`src/rtl/alu_issuer.sv`:
```
// alu_issuer: queues host ALU commands and issues them one at a time to an ALU.
// It then waits for the result, or times out, and returns each result to the host
// in command order.
//
// Only one command is ever outstanding at the ALU. When the command FIFO is empty
// and the issuer is idle, a command can go straight from the host port to the ALU.
// In that case o_alu_valid rises in the cycle right after the command is accepted.
//
// Ports
//   i_clk, i_rst_n                         clock, async active-low reset
//   i_cmd_valid/o_cmd_ready                host command handshake
//   i_cmd_inst/i_cmd_a/i_cmd_b             host command fields
//   o_alu_valid                            one-cycle issue strobe
//   o_alu_inst/o_alu_a/o_alu_b             issued command (held between issues)
//   i_alu_busy                             ALU cannot take an issue this cycle
//   i_alu_out_valid/i_alu_data             ALU result strobe and data
//   o_res_valid/o_res_inst/o_res_data/o_res_err   result to host
//   i_res_ready                            host accepts result
//   o_timeout_cnt                          saturating count of timed-out commands
module alu_issuer #(
    parameter int INST_W  = 4,
    parameter int DATA_W  = 16,
    parameter int DEPTH   = 4,
    parameter int TIMEOUT = 64
) (
    input  logic              i_clk,
    input  logic              i_rst_n,
    input  logic              i_cmd_valid,
    output logic              o_cmd_ready,
    input  logic [INST_W-1:0] i_cmd_inst,
    input  logic [DATA_W-1:0] i_cmd_a,
    input  logic [DATA_W-1:0] i_cmd_b,
    output logic              o_alu_valid,
    input  logic              i_alu_busy,
    output logic [INST_W-1:0] o_alu_inst,
    output logic [DATA_W-1:0] o_alu_a,
    output logic [DATA_W-1:0] o_alu_b,
    input  logic              i_alu_out_valid,
    input  logic [DATA_W-1:0] i_alu_data,
    output logic              o_res_valid,
    output logic [INST_W-1:0] o_res_inst,
    output logic [DATA_W-1:0] o_res_data,
    output logic              o_res_err,
    input  logic              i_res_ready,
    output logic [7:0]        o_timeout_cnt
);

    localparam int PW = $clog2(DEPTH);
    localparam int CW = PW + 1;
    localparam int WW = $clog2(TIMEOUT);

    typedef struct packed {
        logic [INST_W-1:0] inst;
        logic [DATA_W-1:0] a;
        logic [DATA_W-1:0] b;
    } cmd_t;

    typedef enum logic [1:0] {S_IDLE, S_WAIT, S_RESP} state_t;

    state_t            state_q, state_d;
    cmd_t              fifo_q [DEPTH];
    logic [PW-1:0]     wr_ptr_q, rd_ptr_q;
    logic [CW-1:0]     count_q, count_d;
    logic [WW-1:0]     wcnt_q;
    logic              alu_valid_q;
    cmd_t              alu_cmd_q;
    logic [INST_W-1:0] res_inst_q;
    logic [DATA_W-1:0] res_data_q;
    logic              res_err_q;
    logic [7:0]        tcnt_q;

    logic full, empty, push, issue, store, pop_fifo, wait_done, wait_expired;
    cmd_t cmd_in, head;

    assign full     = (count_q == CW'(DEPTH));
    assign empty    = (count_q == '0);
    assign push     = i_cmd_valid && !full;
    assign cmd_in   = '{inst: i_cmd_inst, a: i_cmd_a, b: i_cmd_b};
    // When the FIFO is empty, the incoming command is the head. This bypass gives
    // single-cycle push-to-issue latency.
    assign head     = empty ? cmd_in : fifo_q[rd_ptr_q];
    assign issue    = (state_q == S_IDLE) && !i_alu_busy && (!empty || push);
    // A bypassed command never lands in storage.
    assign store    = push && !(empty && issue);
    assign pop_fifo = issue && !empty;
    assign count_d  = count_q + CW'(push) - CW'(issue);

    assign wait_done    = (state_q == S_WAIT) && i_alu_out_valid;
    assign wait_expired = (state_q == S_WAIT) && !i_alu_out_valid
                          && (wcnt_q == WW'(TIMEOUT - 1));

    // ---------------- FSM: state register ----------------
    always_ff @(posedge i_clk or negedge i_rst_n) begin
        if (!i_rst_n) state_q <= S_IDLE;
        else          state_q <= state_d;
    end

    // ---------------- FSM: next state ----------------
    always_comb begin
        state_d = state_q;
        case (state_q)
            S_IDLE:  if (issue) state_d = S_WAIT;
            S_WAIT:  if (wait_done || wait_expired) state_d = S_RESP;
            S_RESP:  if (i_res_ready) state_d = S_IDLE;
            default: state_d = S_IDLE;
        endcase
    end

    // ---------------- FSM: outputs ----------------
    always_comb begin
        o_cmd_ready   = !full;
        o_res_valid   = (state_q == S_RESP);
        o_alu_valid   = alu_valid_q;
        o_alu_inst    = alu_cmd_q.inst;
        o_alu_a       = alu_cmd_q.a;
        o_alu_b       = alu_cmd_q.b;
        o_res_inst    = res_inst_q;
        o_res_data    = res_data_q;
        o_res_err     = res_err_q;
        o_timeout_cnt = tcnt_q;
    end

    // ---------------- command FIFO ----------------
    // The storage needs no reset: the pointers and the count define which entries are valid.
    always_ff @(posedge i_clk) begin
        if (store) fifo_q[wr_ptr_q] <= cmd_in;
    end

    always_ff @(posedge i_clk or negedge i_rst_n) begin
        if (!i_rst_n) begin
            wr_ptr_q <= '0;
            rd_ptr_q <= '0;
            count_q  <= '0;
        end else begin
            if (store)    wr_ptr_q <= wr_ptr_q + PW'(1);
            if (pop_fifo) rd_ptr_q <= rd_ptr_q + PW'(1);
            count_q <= count_d;
        end
    end

    // ---------------- issue, wait and result registers ----------------
    always_ff @(posedge i_clk or negedge i_rst_n) begin
        if (!i_rst_n) begin
            alu_valid_q <= 1'b0;
            alu_cmd_q   <= '0;
            wcnt_q      <= '0;
            res_inst_q  <= '0;
            res_data_q  <= '0;
            res_err_q   <= 1'b0;
            tcnt_q      <= '0;
        end else begin
            alu_valid_q <= issue;
            if (issue) begin
                alu_cmd_q <= head;
                wcnt_q    <= '0;
            end else if (state_q == S_WAIT) begin
                wcnt_q <= wcnt_q + WW'(1);
            end

            if (wait_done) begin
                res_inst_q <= alu_cmd_q.inst;
                res_data_q <= i_alu_data;
                res_err_q  <= 1'b0;
            end else if (wait_expired) begin
                res_inst_q <= alu_cmd_q.inst;
                res_data_q <= '0;
                res_err_q  <= 1'b1;
                if (tcnt_q != 8'hFF) tcnt_q <= tcnt_q + 8'd1;
            end
        end
    end

endmodule

```
`config.mk`:
```
export PLATFORM = sky130hd
export DESIGN_NAME = alu_issuer
export DESIGN_NICKNAME = d
export VERILOG_FILES = /design/src/rtl/alu_issuer.sv
export SDC_FILE = /design/constraint.sdc
export NUM_CORES = 1
export LEC_CHECK = 0
export ABC_AREA = 0
export CORE_MARGIN = 2
export CORE_UTILIZATION = 40
export CTS_CLUSTER_SIZE = 10
export DETAILED_ROUTE_END_ITERATION = 7
export MAX_ROUTING_LAYER = met4
export RECOVER_POWER = 100
export REMOVE_ABC_BUFFERS = 1
export SLEW_MARGIN = 15
export SYNTH_ARGS = -nofsm -noshare
export SYNTH_HDL_FRONTEND = slang
export SYNTH_SLANG_ARGS = --single-unit
export TNS_END_PERCENT = 100
```
`constraint.sdc`:
```
create_clock -name i_clk -period 4 [get_ports i_clk]
set_clock_uncertainty 0.2 [all_clocks]
set_input_delay 0.6 -clock i_clk [delete_from_list [all_inputs] [get_ports i_clk]]
set_output_delay 0.6 -clock i_clk [all_outputs]
set_load 0.03 [all_outputs]
```
==> results.cfg, run 1 <==
[synth]
async_set_or_reset_register_ratio_after_synthesis = 0.3600
cell_taking_the_most_area_after_synthesis = edfxtp_1
postSynthCellCount = 539
synthTopCellsByArea = edfxtp_1 (49%), dfrtp_1 (23%), mux4_2 (9.2%)
yosys_register_bits = 225
synth_edf_count = 144
avgSynthCellArea_um2 = 16.37
synthDistinctLibCells = 38
synth-seq-area-share = 0.7196
synth_ff_type = edfxtp_1
synth_top_cell_area_share = 0.4899
ys_warn_count = 0
synthesis.area_um2 = 8826

[routing]
avgViaCountPerCell = 5.095
post_drt_antenna_nets = 0
wirelength_mm = 17.91
vias = 4937
detail_route.drc_violations = 0
drt-pass1-iter-count = 4
detail_route.iter0.violations = 206
drt-wirelength-per-cell_um = 18.48

[worst_setup_path]
worstSetupStartpointType = flip-flop
crit_path_cell_chain = nor2b_1 > and2_0 > nor2_1 > mux2_2
critical_path.slowest_cell = nor2_1
worst-setup-path-type = flip-flop to flip-flop
gate_family_responsible_for_the_most_delay_along_the_worst_path = simple AND/OR/NAND/NOR gates
critical-path-max-stage-delay_ns = 1.21
critPathRequiredTime_ns = 4.19
cp.arrival_ns = 3.27
worst_setup_ep_type = flip-flop
timing.critical_path.fanout_max = 22
buffers_plus_inverters_on_the_worst_setup_path = 0

[floorplanning]
rows = 54
start_util = 0.4057
pin_count = 126
fp.dieW_um = 152.5
chipHeight_um = 152.5
design.core.area_um2 = 21760
die_area_um2 = 23270

[grt]
grt_antenna_before_repair = 0
grt_first_pass_wirelength_mm = 29.18
grt_start_max_net_pins = 81
via_count_of_the_first_global_routing_pass = 5369
track_usage = 0.1618
grt.overflow.total = 0

[finish]
final_nets = 737
layout_common_cells = edfxtp_1 (144), dlygate4sd3_1 (105), nand2_1 (80)
layout.filler_cells = 1851
area.growth.synth_to_final_pct = 24.44
post_layout_nonfiller_instances = 969
final_common_cell = edfxtp_1
postLayoutCoreUtil = 0.5048
post_route_cells_drive_above_1_share = 0.1163
finish.instance_area_um2 = 10980

[power]
switchingPower_mw = 2.942
combinationalPowerShare = 0.343
powerDensity_nw_per_um2 = 780.9
power.share.sequential = 0.413
clock_power_share = 0.244
vdd_ir_drop_max_uv = 503.4
internal_power_mw = 5.635
netSwitchingFraction = 0.3430
power.leakage_nw = 4.094

[clock_tree]
cts-resized-gates = 0
post_cts_buffers = 0
numClockSinks = 225
tritoncts.num_buffers = 26
cts-hold-fix-buffers = 0
worst_setup_hold_path_clk_slew_ns = 0.06
tritoncts = done
clock_insertion_delay_worst_skew_ns = 0.52
cts-root-to-sink-buffers = 3
cts-htree-levels = 1
clk_root_buffer_cell = clkbuf_16

[timing]
tns_ns = 0
worst-slew-pin-transition_ns = 2.001
slew_headroom = -0.3337
drv_slew = 184
finalSetupViolations = 0
final_min_period_over_clock_period = 0.7704
timing.final.hold_violations = 0
post-route-min-period_ns = 3.082
max_freq_mhz = 324.5
setup_repair_after_global_routing_missed_its_margin = false

[place]
hpwl_mm = 10.74
last_weighted_congestion_value_of_the_routability_driven_placer = 0.7550
placement.cell_area_um2 = 10280
placement.io_buffers = 125
dp_cells = 922

[run]
max_cap_viol_count = 3

[run_status]
run_status = complete, but fails checks
failed_checks = max-capacitance violations, max-slew violations

[min_path]
min_path_type = flip-flop to flip-flop
synth_stat cells, types with 3 or more instances:
cell type and count:
a22o_1 16, edfxtp_1 144, nor2_1 44, dfrtp_1 81, clkbuf_1 6, inv_1 8, buf_2 8, nand3_1 4
mux4_2 36, buf_6 11, mux2_1 3, xor2_1 10, nor3_1 4, buf_4 4, a31oi_1 36, nand2_1 80
and2_1 6, xnor2_1 7, ha_1 8
sequential cells by signal, indices dropped and copies added, names as in the netlist:
| register | count |
|---|---|
| o_alu_valid | 1 |
| state_q | 2 |
| o_res_data | 16 |
| o_timeout_cnt | 8 |
| o_res_err | 1 |
| wr_ptr_q | 2 |
| count_q | 3 |
| rd_ptr_q | 2 |
| o_alu_b | 16 |
| o_alu_inst | 4 |
| fifo_q | 144 |
| o_res_inst | 4 |
| wcnt_q | 6 |
| o_alu_a | 16 |
area by class of cell:
cell class              instances  area, um2  share of cell area
flip-flops and latches        225       6354              0.5785
clock inverters                 1      16.27            0.001481
repair buffers                132       1289              0.1173
well taps                     280      350.3             0.03190
diodes                          1      2.502           0.0002278
clock buffers                  45      732.0             0.06664
multi-input cells             277       2210              0.2012
inverters                       8      30.03            0.002734
power by group through the flow:
stage,combinational (mW),sequential [mW],clock (mW)
after floorplan,1.37,4.12,0
final,2.94,3.55,2.09
after global placement,3.06,3.58,0
after CTS,3.12,3.57,2.15
after global routing,3.21,3.64,2.25
after detailed placement,3.11,3.61,0
metrics by stage:
step           setup slack, ns  power [mW]  hold slack [ns]
5_1_grt                 0.6490       9.097           0.3027
2_1_floorplan          0.05993       5.493           0.1044
3_5_place_dp             1.008       6.717           0.2823
4_1_cts                  1.186       8.849         0.003414
3_3_place_gp             1.077       6.642           0.2698
6_report                0.9183       8.577           0.2846
cell families (layout without fill, tap and decap cells):
kind of cell    count (synthesis)  count (layout)  share of synthesized area
simple gates                  150             150                    0.07358
other cells                     0               1                          0
compound gates                 58              58                    0.04692
mux                            43              43                     0.1015
buf+inv                        37             186                    0.02793
fa+ha+maj                       9               9                    0.01361
flops                         225             225                     0.7196
xor+xnor                       17              17                    0.01687
metal layers:
| layer | global-route usage | vias up | routed length (um) |
|---|---|---|---|
| li1 | - | 2286 | - |
| met1 | 0.2138 | 2461 | 8132 |
| met2 | 0.2595 | 162 | 8370 |
| met3 | 0.03242 | 28 | 1043 |
| met4 | 0.04233 | 0 | 359 |
| met5 | - | - | 0 |
final timing paths:
check	startpoint	to	slack [ns]	depth (start not counted)
min in group asynchronous	i_rst_n	o_res_data[15]$_DFFE_PN0P_	0.29	1
hold / removal	o_res_inst[3]$_DFFE_PN0P_	o_res_inst[3]$_DFFE_PN0P_	0.28	1
setup / recovery	state_q[0]$_DFFE_PN0P_	o_res_inst[2]$_DFFE_PN0P_	0.92	4
max in group asynchronous	i_rst_n	o_alu_a[10]$_DFFE_PN0N_	1.57	2
hold reg to reg	o_res_inst[3]$_DFFE_PN0P_	o_res_inst[3]$_DFFE_PN0P_	0.28	1
setup reg to reg	state_q[0]$_DFFE_PN0P_	o_res_inst[2]$_DFFE_PN0P_	0.92	4
worst reg2reg max path: stages, from the launching register on:
cell	delay [ns]
dfrtp_1	0.40
nor2b_1	0.24
and2_0	0.49
nor2_1	1.21
mux2_2	0.43
Note: power is estimated with default switching activity, not from simulation.
==> run 2, diff against run 1 <==
==> constraint.sdc (replaced) <==
create_clock -name i_clk -period 2.8 [get_ports i_clk]
set_clock_uncertainty 0.2 [all_clocks]
set_input_delay 0.42 -clock i_clk [delete_from_list [all_inputs] [get_ports i_clk]]
set_output_delay 0.42 -clock i_clk [all_outputs]
set_load 0.03 [all_outputs]
==> run 2 against run 1 <==
  * The flow now finishes without violations
  * Core utilization rose by 0.75 points
  * Non-clock buffer count rose by 10
  * Hold slack got worse by 0.0044 ns
  * Sequential share of layout area fell by 0.85 points
  * First-iteration DRC count rose by 80%
  * Design area rose by 1.5%
  * Clock-buffer cell count rose by 2
  * Global-route usage rose by 0.19 points
  * Worst setup slack got worse by 0.79 ns
  * Clock power rose by 45%
  * Critical path depth fell by 2
  * Highest routed layer unchanged
==> results.cfg, run 2 (synthesis results as in run 1) <==
[floorplanning]
start_util = 0.4057
die_area_um2 = 23270
design.core.area_um2 = 21760
chipHeight_um = 152.5
fp.dieW_um = 152.5
rows = 54
pin_count = 126

[finish]
seqCellArea_um2 = 6354
post_layout_nonfiller_instances = 980
layout_common_cells = edfxtp_1 (144), dlygate4sd3_1 (105), nand2_1 (80)
layout.filler_cells = 1830
regMostFlops = fifo_q
post_route_cells_drive_above_1_share = 0.1330
final_nets = 747
area.growth.synth_to_final_pct = 26.30
final_common_cell = edfxtp_1
largest_reg_flops = 144
area_of_combinational_cells_with_multiple_inputs_um2 = 2230

[routing]
routed-wl-met3_mm = 1.100
top_layer_used = met4
vias = 5006
met1_length_mm = 8.228
wirelength_mm = 18.28
met2RoutedLength_mm = 8.767
drt-wirelength-per-cell_um = 18.65
avgViaCountPerCell = 5.108
detail_route.iter0.violations = 370
post_drt_antenna_nets = 0
detail_route.drc_violations = 0
drt-pass1-iter-count = 4

[clock_tree]
cts-root-to-sink-buffers = 3
tritoncts.num_buffers = 26
clock_insertion_delay_worst_skew_ns = 0.51
numClockSinks = 225
cts-htree-levels = 1
clk_root_buffer_cell = clkbuf_16
tritoncts = done
worst_setup_hold_path_clk_slew_ns = 0.06
cts-resized-gates = 0

[timing]
final_min_period_over_clock_period = 0.9531
slew_headroom = 0.1011
drv_slew = 0
worst-slew-pin-transition_ns = 1.348
timing.final.hold_violations = 0
post-route-min-period_ns = 2.669
fin_hold_ws_ns = 0.2802
tns_ns = 0
max_freq_mhz = 374.7
finalSetupViolations = 0
setup_repair_after_global_routing_missed_its_margin = false

[grt]
grt_antenna_before_repair = 1
grt.overflow.total = 0
grt_first_pass_wirelength_mm = 29.67
track_usage = 0.1636
grt_start_max_net_pins = 81
via_count_of_the_first_global_routing_pass = 5352

[run]
max_cap_viol_count = 0

[worst_setup_path]
critical-path-max-stage-delay_ns = 0.71
crit_path_cell_chain = or3b_1 > dlygate4sd3_1
timing.reg2reg.setup_slack_ns = 0.19
worst-setup-path-type = flip-flop to output port
critical_path.slowest_cell = dlygate4sd3_1
cp.arrival_ns = 2.05
buffers_plus_inverters_on_the_worst_setup_path = 1
worst_setup_ep_type = output port
timing.critical_path.fanout_max = 4
critPathRequiredTime_ns = 2.18
gate_family_responsible_for_the_most_delay_along_the_worst_path = buffers and inverters
worstSetupStartpointType = flip-flop

[place]
placement.io_buffers = 125
hpwl_mm = 11.26
last_weighted_congestion_value_of_the_routability_driven_placer = 0.7615
dp_cells = 931

[power]
powerDensity_nw_per_um2 = 1112
power.total_mw = 12.40
power.leakage_nw = 4.184
vdd_ir_drop_max_uv = 550.9

[min_path]
min_path_type = flip-flop to flip-flop

[run_status]
run_status = complete, no violations
[run 2: stage by stage]
step	area (um2)	util	setup WS, ns
after floorplan	8610	-	-1.140
after global placement	10430	0.4795	0.1596
after detailed placement	10430	0.4795	0.1206
after CTS	11210	0.5154	0.1569
after global routing	11150	0.5124	0.04539
final	11150	0.5124	0.1312
[run 2: timing repair]
item                                    in CTS  in global routing
buffers inserted                             0                  0
endpoints found under the hold margin       48                  0
hold buffers                                 1                  0
endpoints found under the setup margin       0                  0
[run 2: final timing paths]
path                                           startpoint                         end  cells past startpoint
worst max register to register       count_q[0]$_DFF_PN0_        count_q[2]$_DFF_PN0_                      8
worst min register to register  o_res_inst[0]$_DFFE_PN0P_   o_res_inst[0]$_DFFE_PN0P_                      1
max in group asynchronous                         i_rst_n     rd_ptr_q[0]$_DFFE_PN0P_                      3
worst min-delay path            o_res_inst[0]$_DFFE_PN0P_   o_res_inst[0]$_DFFE_PN0P_                      1
worst max-delay path                 count_q[0]$_DFF_PN0_                 o_cmd_ready                      2
min in group asynchronous                         i_rst_n  o_res_data[15]$_DFFE_PN0P_                      2
[run 2: power by group]
part	switching [mW]	leakage, nW	internal [mW]
sequential	0.431	2.28	4.53
combinational	2.57	1.53	1.84
clock	1.20	0.368	1.83
[run 2: cell type report]
cell class,instances,share of cell area
well taps,280,0.03143
multi-input cells,277,0.2000
clock buffers,47,0.06914
inverters,8,0.002694
diodes,1,0.0002245
repair buffers,142,0.1265
flip-flops and latches,225,0.5700
[run 2: per-layer routing]
layer / vias up / track usage
li1: 2297 / -
met1: 2543 / 0.2202
met2: 146 / 0.2640
met3: 20 / 0.03299
met4: 0 / 0.03086
met5: - / -
==> patch 1 (flow settings as in run 2) <==
Change the parameter `DEPTH` from 4 to 2.
--- a/src/rtl/alu_issuer.sv
+++ b/src/rtl/alu_issuer.sv
@@ -21,5 +21,5 @@
     parameter int INST_W  = 4,
     parameter int DATA_W  = 16,
-    parameter int DEPTH   = 4,
+    parameter int DEPTH   = 2,
     parameter int TIMEOUT = 64
 ) (
Behaviour: not the same (Yosys sat finds a counterexample within 4 cycles, from zero or initial values and one cycle with i_rst_n low).
==> patch 1 against run 2 <==
  * Global-route usage hardly changed
  * Sequential cell count is 75 lower
  * Routed wire length is 34% lower
  * Power is 27% lower
  * Combinational power is 23% lower
  * Cell area is 28% lower
  * Setup slack better by 280 ps
  * Worst hold slack worse by 7.2 ps
  * Area after synthesis is 32% lower
  * Critical path type unchanged
  * Critical endpoint is now o_res_valid
  * Largest power group unchanged
==> patch 1: results (changes against run 2) <==
status finished, final reports clean; post-DP HPWL 7861 um (-30%); met1 usage 22.39% (+0.38 points); grt met3 use 5.013% (+1.7 points); worst-margin pin slew 1196 ps (-151.9 ps); Final #Nets 649 (-13%); top post-synthesis cells by area edfxtp_1 (36%), dfrtp_1 (33%), o21ai_0 (6.3%); cell count after synthesis 454 (-16%); P_seq 3.44 mW (-31%); hold depth 2 (+1); Worst Reg2Reg Path Length in Cells 7 (-1); Compound-Gate Fraction of Synth Area 8.904% (+4.2 points); DR WL met2 5317 um (-39%); TritonCTS Buffers 17 (-35%); final-layout fill cell count 1247 (-32%); GRT Overall Usage 16.39% (+0.030 points); internal power 5.804 mW (-29%); largest net degree at the start of global routing 75 (-7.4%); metal3 WL 679 um (-38%); Setup WS pre-CTS 396.3 ps (+275.8 ps); Max Root-Sink Buffers 2 (-1); Post-synth EDFFs 72 (-50%); Async S/R FF share, synth 52.00% (+16 points); Placed Area 0.007462 sq mm (-28%); adder-cell share of the synthesized area 0.8400% (-0.52 points); mux cell area share after synthesis 7.539% (-2.6 points); number of DRC markers in iteration 0 239 (-35%); Sequential Power Share 37.8% (-2.2 points); critical path arrival 1770 ps (-280 ps); leak pwr 3.449 nW (-18%); first-pass GRT wire length 19700 um (-34%); Clk pwr share 24.7% (+0.3 points); worst ir drop on vdd 0.5849 mV (+6.2%); via-per-instance ratio 4.901 (-4.1%); Max H-tree Level 4 (+3); synth cell count leaders nand2_1 (81), dfrtp_1 (78), o21ai_0 (75), edfxtp_1 (72), mux2i_1 (37); Clock Latency Late Sink 420 ps (-90 ps)
-- patch 1: changes by cell type after synthesis, moves of 5 or more --
cell      delta
nor2_1      -32
buf_6       -10
o21ai_0     +74
mux2i_1     +36
edfxtp_1    -72
and2_1       -5
mux4_2      -36
a31oi_1     -36
-- patch 1: cell type report --
class | instances | area (sq um) | share of cell area (%)
multi-input combinational | 271 | 1673 | 20.94
clock buffer | 21 | 450.4 | 5.639
tap | 184 | 230.2 | 2.882
sequential | 150 | 4115 | 51.52
inverter | 7 | 26.28 | 0.3289
clock inverter | 10 | 130.1 | 1.629
timing repair buffer | 140 | 1360 | 17.03
antenna | 1 | 2.502 | 0.03133
-- patch 1: worst paths after layout --
check                           start            end  slack [ps]
setup reg to reg           state_q[1]  fifo_q[1][20]         490
max in group asynchronous     i_rst_n       rd_ptr_q         560
hold reg to reg            o_alu_a[5]     o_alu_a[5]         270
hold / removal             o_alu_a[5]     o_alu_a[5]         270
setup / recovery           state_q[0]    o_res_valid         410
min in group asynchronous     i_rst_n    o_alu_valid         590
==> patch 2 (settings of run 2) <==
Without the edit above. Re-encode `state_t` (3 states) as one-hot, 3 bits wide.
--- a/src/rtl/alu_issuer.sv
+++ b/src/rtl/alu_issuer.sv
@@ -56,5 +56,5 @@
     } cmd_t;
 
-    typedef enum logic [1:0] {S_IDLE, S_WAIT, S_RESP} state_t;
+    typedef enum logic [2:0] {S_IDLE = 3'b001, S_WAIT = 3'b010, S_RESP = 3'b100} state_t;
 
     state_t            state_q, state_d;
Check against the original RTL: same outputs for any inputs over 4 cycles, from zero or initial values and one cycle with i_rst_n low; so few cycles prove little.
==> patch 2 against run 2 <==
  * Power is 0.66% higher
  * Routed wire length is 2.2% higher
  * Register-to-register slack worse by 40 ps
  * Count of clock-buffer cells in the layout is 1 higher
  * Area after synthesis is 0.11% lower
  * Sequential cell count is 1 higher
  * Setup slack better by 20 ps
  * First-iteration DRC count is 9.5% lower
  * Non-clock buffer count is 4 higher
  * Cell area is 0.39% higher
  * Via count is 2.0% higher
  * Largest power group unchanged
==> patch 2: results (changes against run 2) <==
Largest register FFs 144 (unchanged); largest net degree at the start of global routing 82 (+1.2%); DR WL/cell 18.88 um (+1.2%); GRT Overall Usage 16.79% (+0.42 points); status finished, final reports clean; delay-heaviest family, CP adder cells; TritonCTS Buffers 27 (+3.8%); worst hold path class reg -> reg; top post-synthesis cells by area edfxtp_1 (49%), dfrtp_1 (23%), mux4_2 (9.2%); Reg2Reg Launch Point count_q[0]; Async S/R FF share, synth 36.28% (+0.28 points); Via Count 5108 (+2.0%); worst-margin pin slew 1392 ps (+43.92 ps); first-pass GRT wire length 30170 um (+1.7%); Final #Nets 756 (+1.2%); worst ir drop on vdd 0.6023 mV (+9.3%); layout cell share with drive strength beyond 1 13.68% (+0.38 points); Worst Reg2Reg Path Length in Cells 9 (+1); reg2reg end count_q[2]; DR WL met2 9046 um (+3.2%); leak pwr 4.199 nW (+0.35%); hold path endpoint o_res_data[13]; post-DP HPWL 11360 um (+0.94%); CP peak stage delay 500 ps (-210 ps); met1 WL 8281 um (+0.64%); number of DRC markers in iteration 0 335 (-9.5%); metal3 WL 1074 um (-2.4%); vias in the first global route 5422 (+1.3%); FF-to-FF setup slack 150 ps (-40 ps); Slowest-stage cell, CP or3_2; hold_sp o_res_data[13]; post-synthesis sequential area ratio 72.34% (+0.38 points); Worst-path clk slew 60 ps (about the same); internal power 8.228 mW (+0.31%); synth cell count leaders edfxtp_1 (144), dfrtp_1 (81), nand2_1 (79), nor2_1 (46), a31oi_1 (37); Yosys cell types 40 (+5.3%); critical path arrival 2890 ps (+840 ps); RePlAce Congestion 0.7347 (-3.5%)
patch 2: final cells by class:
type	instances	area, sq um
Fill cell	1858	10570
Sequential cell	226	6380
Multi-Input combinational cell	281	2242
Timing Repair Buffer	146	1406
Clock buffer	48	774.5
Tap cell	280	350.3
Inverter	7	26.28
Clock inverter	1	8.758
Antenna cell	1	2.502
patch 2: how the worst max path moves through the flow:
| stage | slack (ps) | from | endpoint |
|---|---|---|---|
| floorplan | -1370 | count_q[1] | count_q[2] |
| global placement | 70 | i_alu_busy | count_q[2] |
| detailed placement | 0.4 | i_alu_busy | count_q[2] |
| CTS | 150 | count_q[0] | count_q[2] |
| global route | 3 | count_q[0] | count_q[2] |
| finish | 150 | count_q[0] | count_q[2] |
patch 2: stage by stage:
step	hold slack [ps]	std cells	TNS, ps	worst slack, ps	cell area [sq um]
finish	293.1	990	0	151.6	11190
detailed placement	284.7	939	0	0.4361	10550
global route	305.2	990	0	2.929	11190
global placement	283.1	939	0	69.43	10550
floorplan	-75.59	514	-69440	-1375	8673
CTS	289.6	989	0	151.9	11340
patch 2: cells by family (layout without fill, tap and decap cells):
family,count (synthesis),count (layout),synth area share (%)
DFF,226,226,72.34
and+or+nand+nor,154,154,7.948
AOI/OAI and AO/OA,59,59,4.655
buffers and inverters,35,202,1.916
other,0,1,0
adders and majority gates,9,9,1.363
muxes,44,44,10.29
xor gates and xnor gates,15,15,1.490
patch 2: power groups by stage:
stage	Clock (mW)	Sequential, mW	Combinational, mW
2_1_floorplan	0	5.96	1.90
3_3_place_gp	0	5.01	4.73
3_5_place_dp	0	5.07	4.79
4_1_cts	3.17	5.01	4.81
5_1_grt	3.31	5.10	4.80
6_report	3.08	4.98	4.42
patch 2: timing repair:
item,in CTS,in global routing
endpoints found under the setup margin,1,0
gates resized for setup,1,0
hold buffers,1,0
endpoints found under the hold margin,48,0
patch 2: metal layers:
metal | vias up | global-route usage, %
met3 | 24 | 3.157
li1 | 2332 | -
met4 | 0 | 3.660
met1 | 2604 | 22.25
met2 | 148 | 27.39
met5 | - | -
